### src/rtl/controlador_ram64_pkg.sv
// rtl/controlador_ram64_pkg.sv - shared constants and encodings for the RAM64 front end
package pacote_ram64;

  localparam int LARGURA_DADOS = 16;
  localparam int LARGURA_END   = 6;
  localparam int PROFUNDIDADE  = 64;

  typedef enum logic {
    LIMPA = 1'b0,
    ATIVO = 1'b1
  } estado_t;

  typedef enum logic {
    PRIO_A = 1'b0,
    PRIO_B = 1'b1
  } prio_t;

endpackage

### src/rtl/arbitro_rr2.sv
// rtl/arbitro_rr2.sv - two-way round-robin arbiter with one-hot grant
module arbitro_rr2 (
  input  logic       clock_principal,
  input  logic       reset,
  input  logic       habilita,
  input  logic       valido_a,
  input  logic       valido_b,
  output logic [1:0] concessao
);
  import pacote_ram64::*;

  prio_t ponteiro;

  // A lone requester always wins; the pointer only breaks ties.
  always_comb begin
    concessao = 2'b00;
    if (habilita) begin
      if (valido_a && (!valido_b || ponteiro == PRIO_A)) begin
        concessao = 2'b01;
      end else if (valido_b) begin
        concessao = 2'b10;
      end
    end
  end

  always_ff @(posedge clock_principal) begin
    if (reset) begin
      ponteiro <= PRIO_A;
    end else if (concessao[0]) begin
      ponteiro <= PRIO_B;
    end else if (concessao[1]) begin
      ponteiro <= PRIO_A;
    end
  end

endmodule

### src/rtl/controlador_ram64.sv
// rtl/controlador_ram64.sv - arbitrated two-requester front end with power-up clear for RAM64
module controlador_ram64 #(
  parameter int LARGURA_DADOS = 16,
  parameter int LARGURA_END   = 6,
  parameter int LIMPA_INICIAL = 1
) (
  input  logic                     clock_principal,
  input  logic                     reset,
  input  logic                     a_valido,
  input  logic                     a_escrita,
  input  logic [LARGURA_END-1:0]   a_endereco,
  input  logic [LARGURA_DADOS-1:0] a_dados,
  output logic                     a_pronto,
  output logic                     a_resp_valida,
  output logic [LARGURA_DADOS-1:0] a_resp_dados,
  input  logic                     b_valido,
  input  logic                     b_escrita,
  input  logic [LARGURA_END-1:0]   b_endereco,
  input  logic [LARGURA_DADOS-1:0] b_dados,
  output logic                     b_pronto,
  output logic                     b_resp_valida,
  output logic [LARGURA_DADOS-1:0] b_resp_dados,
  output logic                     ocupado,
  output logic [LARGURA_DADOS-1:0] ram_dados_entrada,
  output logic [LARGURA_END-1:0]   ram_endereco,
  output logic                     ram_write,
  input  logic [LARGURA_DADOS-1:0] ram_dados_saida
);
  import pacote_ram64::*;

  localparam logic [LARGURA_END-1:0] ULTIMO_END = LARGURA_END'(PROFUNDIDADE - 1);

  estado_t                estado, estado_prox;
  logic [LARGURA_END-1:0] contador, contador_prox;
  logic [1:0]             concessao;
  logic                   habilita;

  assign habilita = (estado == ATIVO) && !reset;

  arbitro_rr2 u_arbitro (
    .clock_principal (clock_principal),
    .reset           (reset),
    .habilita        (habilita),
    .valido_a        (a_valido),
    .valido_b        (b_valido),
    .concessao       (concessao)
  );

  assign a_pronto = concessao[0];
  assign b_pronto = concessao[1];

  always_comb begin
    estado_prox       = estado;
    contador_prox     = contador;
    ocupado           = 1'b0;
    ram_write         = 1'b0;
    ram_endereco      = '0;
    ram_dados_entrada = '0;
    case (estado)
      LIMPA: begin
        ocupado      = 1'b1;
        ram_write    = !reset;
        ram_endereco = contador;
        if (contador == ULTIMO_END) begin
          estado_prox = ATIVO;
        end else begin
          contador_prox = contador + 1'b1;
        end
      end
      ATIVO: begin
        if (concessao[0]) begin
          ram_endereco      = a_endereco;
          ram_dados_entrada = a_dados;
          ram_write         = a_escrita;
        end else if (concessao[1]) begin
          ram_endereco      = b_endereco;
          ram_dados_entrada = b_dados;
          ram_write         = b_escrita;
        end
      end
      default: estado_prox = ATIVO;
    endcase
  end

  always_ff @(posedge clock_principal) begin
    if (reset) begin
      estado   <= (LIMPA_INICIAL != 0) ? LIMPA : ATIVO;
      contador <= '0;
    end else begin
      estado   <= estado_prox;
      contador <= contador_prox;
    end
  end

  // Writes are acknowledged with the data that was stored; reads return the RAM output.
  always_ff @(posedge clock_principal) begin
    if (reset) begin
      a_resp_valida <= 1'b0;
      b_resp_valida <= 1'b0;
      a_resp_dados  <= '0;
      b_resp_dados  <= '0;
    end else begin
      a_resp_valida <= concessao[0];
      b_resp_valida <= concessao[1];
      if (concessao[0]) begin
        a_resp_dados <= a_escrita ? a_dados : ram_dados_saida;
      end
      if (concessao[1]) begin
        b_resp_dados <= b_escrita ? b_dados : ram_dados_saida;
      end
    end
  end

endmodule

### config.mk
export PLATFORM = sky130hd
export DESIGN_NAME = controlador_ram64
export DESIGN_NICKNAME = d
export VERILOG_FILES = /design/src/rtl/controlador_ram64_pkg.sv /design/src/rtl/arbitro_rr2.sv /design/src/rtl/controlador_ram64.sv
export SDC_FILE = /design/constraint.sdc
export NUM_CORES = 1
export LEC_CHECK = 0
export ABC_CLOCK_PERIOD_IN_PS = 2000
export CAP_MARGIN = 20
export CORE_AREA = 2 2 80 82
export DETAILED_ROUTE_END_ITERATION = 6
export DIE_AREA = 0 0 82 84
export PLACE_DENSITY = 0.78
export SLEW_MARGIN = 20
export SYNTH_ARGS = -nofsm -noshare
export SYNTH_HDL_FRONTEND = slang
export SYNTH_SLANG_ARGS = --single-unit
export TNS_END_PERCENT = 10
### constraint.sdc
create_clock -name clock_principal -period 2 [get_ports clock_principal]
set_clock_uncertainty 0.2 [all_clocks]
set_input_delay 0.4 -clock clock_principal [delete_from_list [all_inputs] [get_ports clock_principal]]
set_output_delay 0.4 -clock clock_principal [all_outputs]
set_load 0.01 [all_outputs]
==> impl_metrics.env <==
export IMPL_routed_wl_um=8242
export IMPL_clk_pin_slew_ps=70
export IMPL_use_met2_pct=40.43
export IMPL_gp_congestion=0.8855
export IMPL_drive_gt1_share_pct=22.55
export IMPL_outcome="complete, but fails checks"
export IMPL_switching_share_pct=25.99
export IMPL_power_frac_seq_pct=48.6
export IMPL_vias=2554
export IMPL_drtAntennaViolNets=0
export IMPL_cap_violations=0
export IMPL_maxSlewViolCount=0
export IMPL_max_slew_margin_pct=69.81
export IMPL_core_area_um2=6096
export IMPL_holdBufCountCts=0
export IMPL_grt_pass1_vias=2562
export IMPL_crit_buf_inv=4
export IMPL_finalSetupViolations=24
export IMPL_track_usage_pct=24.40
export IMPL_crit_fanout=3
export IMPL_crit_chain="clkdlybuf4s15_2 -> and3b_2 -> nand2_2 -> inv_4 -> buf_6 -> a221o_1 -> buf_2"
export IMPL_ys_seq_elements=42
export IMPL_cp_top_family="buffers and inverters"
export IMPL_dieWidth_um=82
export IMPL_io_pins=126
export IMPL_failed_checks="negative setup slack"
export IMPL_antenna_cells=0
export IMPL_grt_ovfl_total=0
export IMPL_ys_warn_count=0
export IMPL_rsz0062_at_grt="yes"
export IMPL_syn_area_um2=2211
export IMPL_leakagePower_nw=1.543
export IMPL_fin_ws_ps=-163.7
export IMPL_yosysSeqAreaShare_pct=38.03
export IMPL_synth_flop_cell="dfxtp_1"
export IMPL_start_util_pct=36.27
export IMPL_busiest_layer="met2"
export IMPL_netlist_instances=236
export IMPL_period_share_pct=108.2
export IMPL_antenna_found_initial=0
export IMPL_dp_hpwl_um=5626
export IMPL_worstMarginPinSlew_ps=452.9
export IMPL_wl_per_cell_um=18.15
export IMPL_crit_required_ps=1400
export IMPL_clock_root_buffer="clkbuf_8"
export IMPL_grt_use_met3_pct=7.468
export IMPL_power_density_nw_per_um2=480.1
export IMPL_crit_arrival_ps=1560
export IMPL_peakVddDrop_v=0.0002813
export IMPL_drc=0
export IMPL_syn_num_nets=303
export IMPL_async_flop_share_pct=0
export IMPL_clock_sinks=42
export IMPL_areaGrowthSynthToFinish_pct=73.06
export IMPL_hp_class="flop to flop"
export IMPL_yosysUniqueCellTypes=38
export IMPL_grtUsageMet1_pct=30.09
export IMPL_numPortBuffers=125
export IMPL_cts_buffers=5
export IMPL_die_h_um=84
export IMPL_fin_nets=445
export IMPL_fin_crit_ps=2164
export IMPL_setup_tns_ps=-2503
export IMPL_htreeDepth=2
export IMPL_worstSetupPathType="input pin to output port"
export IMPL_clkPwrFrac_pct=29.5
export IMPL_hold_viol=0
export IMPL_ctsLongestPathBuffers=2
export IMPL_grt_pass1_wl_um=12910
export IMPL_critical_path_max_stage_delay_ps=280
export IMPL_p_sw_w=0.0004774
export IMPL_p_int_w=0.001360
export IMPL_avgSynthCellArea_um2=9.368
export IMPL_first_iter_violations=147
export IMPL_cts_tree="done"
export IMPL_final_core_util_pct=62.77
export IMPL_critPathSlowestCell="a221o_1"
export IMPL_combPwrFrac_pct=21.9
export IMPL_via_per_inst=5.626
export IMPL_design_die_area_um2=6888
export IMPL_clk_latency_ps=290
export IMPL_cp_start_kind="input pin"
export IMPL_synth_edf_count=0
export IMPL_worstSetupEndpointType="output port"
export IMPL_grt_max_degree=42
export IMPL_power_w=0.001837
export IMPL_max_freq_mhz=462.2
export IMPL_placementRows=29
export IMPL_first_pass_iters=4
==> per-layer routing <==
layer	wire, um	vias to the layer above
met5	0	-
met4	96	0
met3	689	12
met2	4163	113
met1	3292	1227
li1	-	1202
==> through the flow <==
stage	instance area, um2	hold slack (ps)	cells	setup WS (ps)
final	3826	320.5	454	-163.7
after global routing	3826	344.9	454	-190.9
after CTS	3819	316.0	454	-167.5
after detailed placement	3656	309.8	437	-799.4
after global placement	3656	285.5	437	-788.8
after floorplan	2211	264.7	236	36.04
==> state kept, by name (all words and copies together) (netlist names) <==
name / flops
a_resp_dados: 16
b_resp_dados: 16
contador: 6
a_resp_valida: 1
b_resp_valida: 1
estado: 1
u_arbitro.ponteiro: 1
==> final timing paths <==
kind / start / end / slack (ps) / cells past startpoint
max: reset / ram_endereco[1] / -160 / 7
min: b_resp_dados[0] / b_resp_dados[0] / 320 / 2
max reg2reg: estado / a_resp_dados[0] / 300 / 7
min reg2reg: b_resp_dados[0] / b_resp_dados[0] / 320 / 2
==> layout by cell type, fill, tap and decap left out, types with 4 or more instances in the layout <==
master and instances:
clkbuf_8 6, a211oi_1 32, a21oi_1 35, a221o_1 6, and3_4 4, dfxtp_1 40, buf_6 7, a22o_1 16
buf_4 26, mux2i_1 32, clkdlybuf4s50_1 96, buf_2 23
==> worst register-to-register path, cell delays in order (launching register included) <==
cell	delay [ps]
dfxtp_2	340
nor2b_4	120
and2_4	190
buf_6	150
buf_4	150
buf_4	140
buf_4	140
a211oi_1	180
==> Yosys cell counts (all sizes together) (2+ instances only) <==
cell	n	area [um2]
a21oi	35	175.2
nand3b	2	15.01
and3	5	31.28
a211oi	32	240.2
nand2	3	11.26
clkbuf	12	46.29
dfxtp	42	840.8
nor2b	3	18.77
inv	4	15.01
a221o	6	60.06
and2	3	18.77
nor3	3	15.01
nand2b	2	12.51
nand3	2	10.01
a31oi	3	18.77
a22o	16	140.1
mux2i	32	320.3
buf	14	81.32
nand4	2	12.51
==> final cells by class <==
cell class / instances / area, um2
well taps: 77 / 96.34
flip-flops and latches: 42 / 843.3
fillers: 549 / 2270
repair buffers: 161 / 1500
multi-input cells: 164 / 1282
inverters: 4 / 21.27
clock buffers: 6 / 82.58
==> cells by family after synthesis <==
| kind of cell | after synthesis | share of synthesized area (%) |
|---|---|---|
| buffers and inverters | 30 | 6.451 |
| DFF | 42 | 38.03 |
| and+or+nand+nor | 30 | 8.375 |
| muxes | 32 | 14.49 |
| AOI/OAI and AO/OA | 101 | 32.09 |
| adders and majority gates | 1 | 0.5658 |
==> power groups by stage <==
stage	logic, W	clock network, W	registers [W]
after floorplan	0.000184	0	0.000900
after global placement	0.000406	0	0.000906
after detailed placement	0.000415	0	0.000909
after CTS	0.000398	0.000554	0.000889
after global routing	0.000436	0.000593	0.000897
final	0.000403	0.000542	0.000892
==> repair_timing <==
action,4_1_cts,5_1_grt
gates cloned,3,0
endpoints found under the setup margin,26,26
pin swaps,22,8
buffers inserted,8,1
resized for setup,129,7
Power figures use the tool's default switching activity.
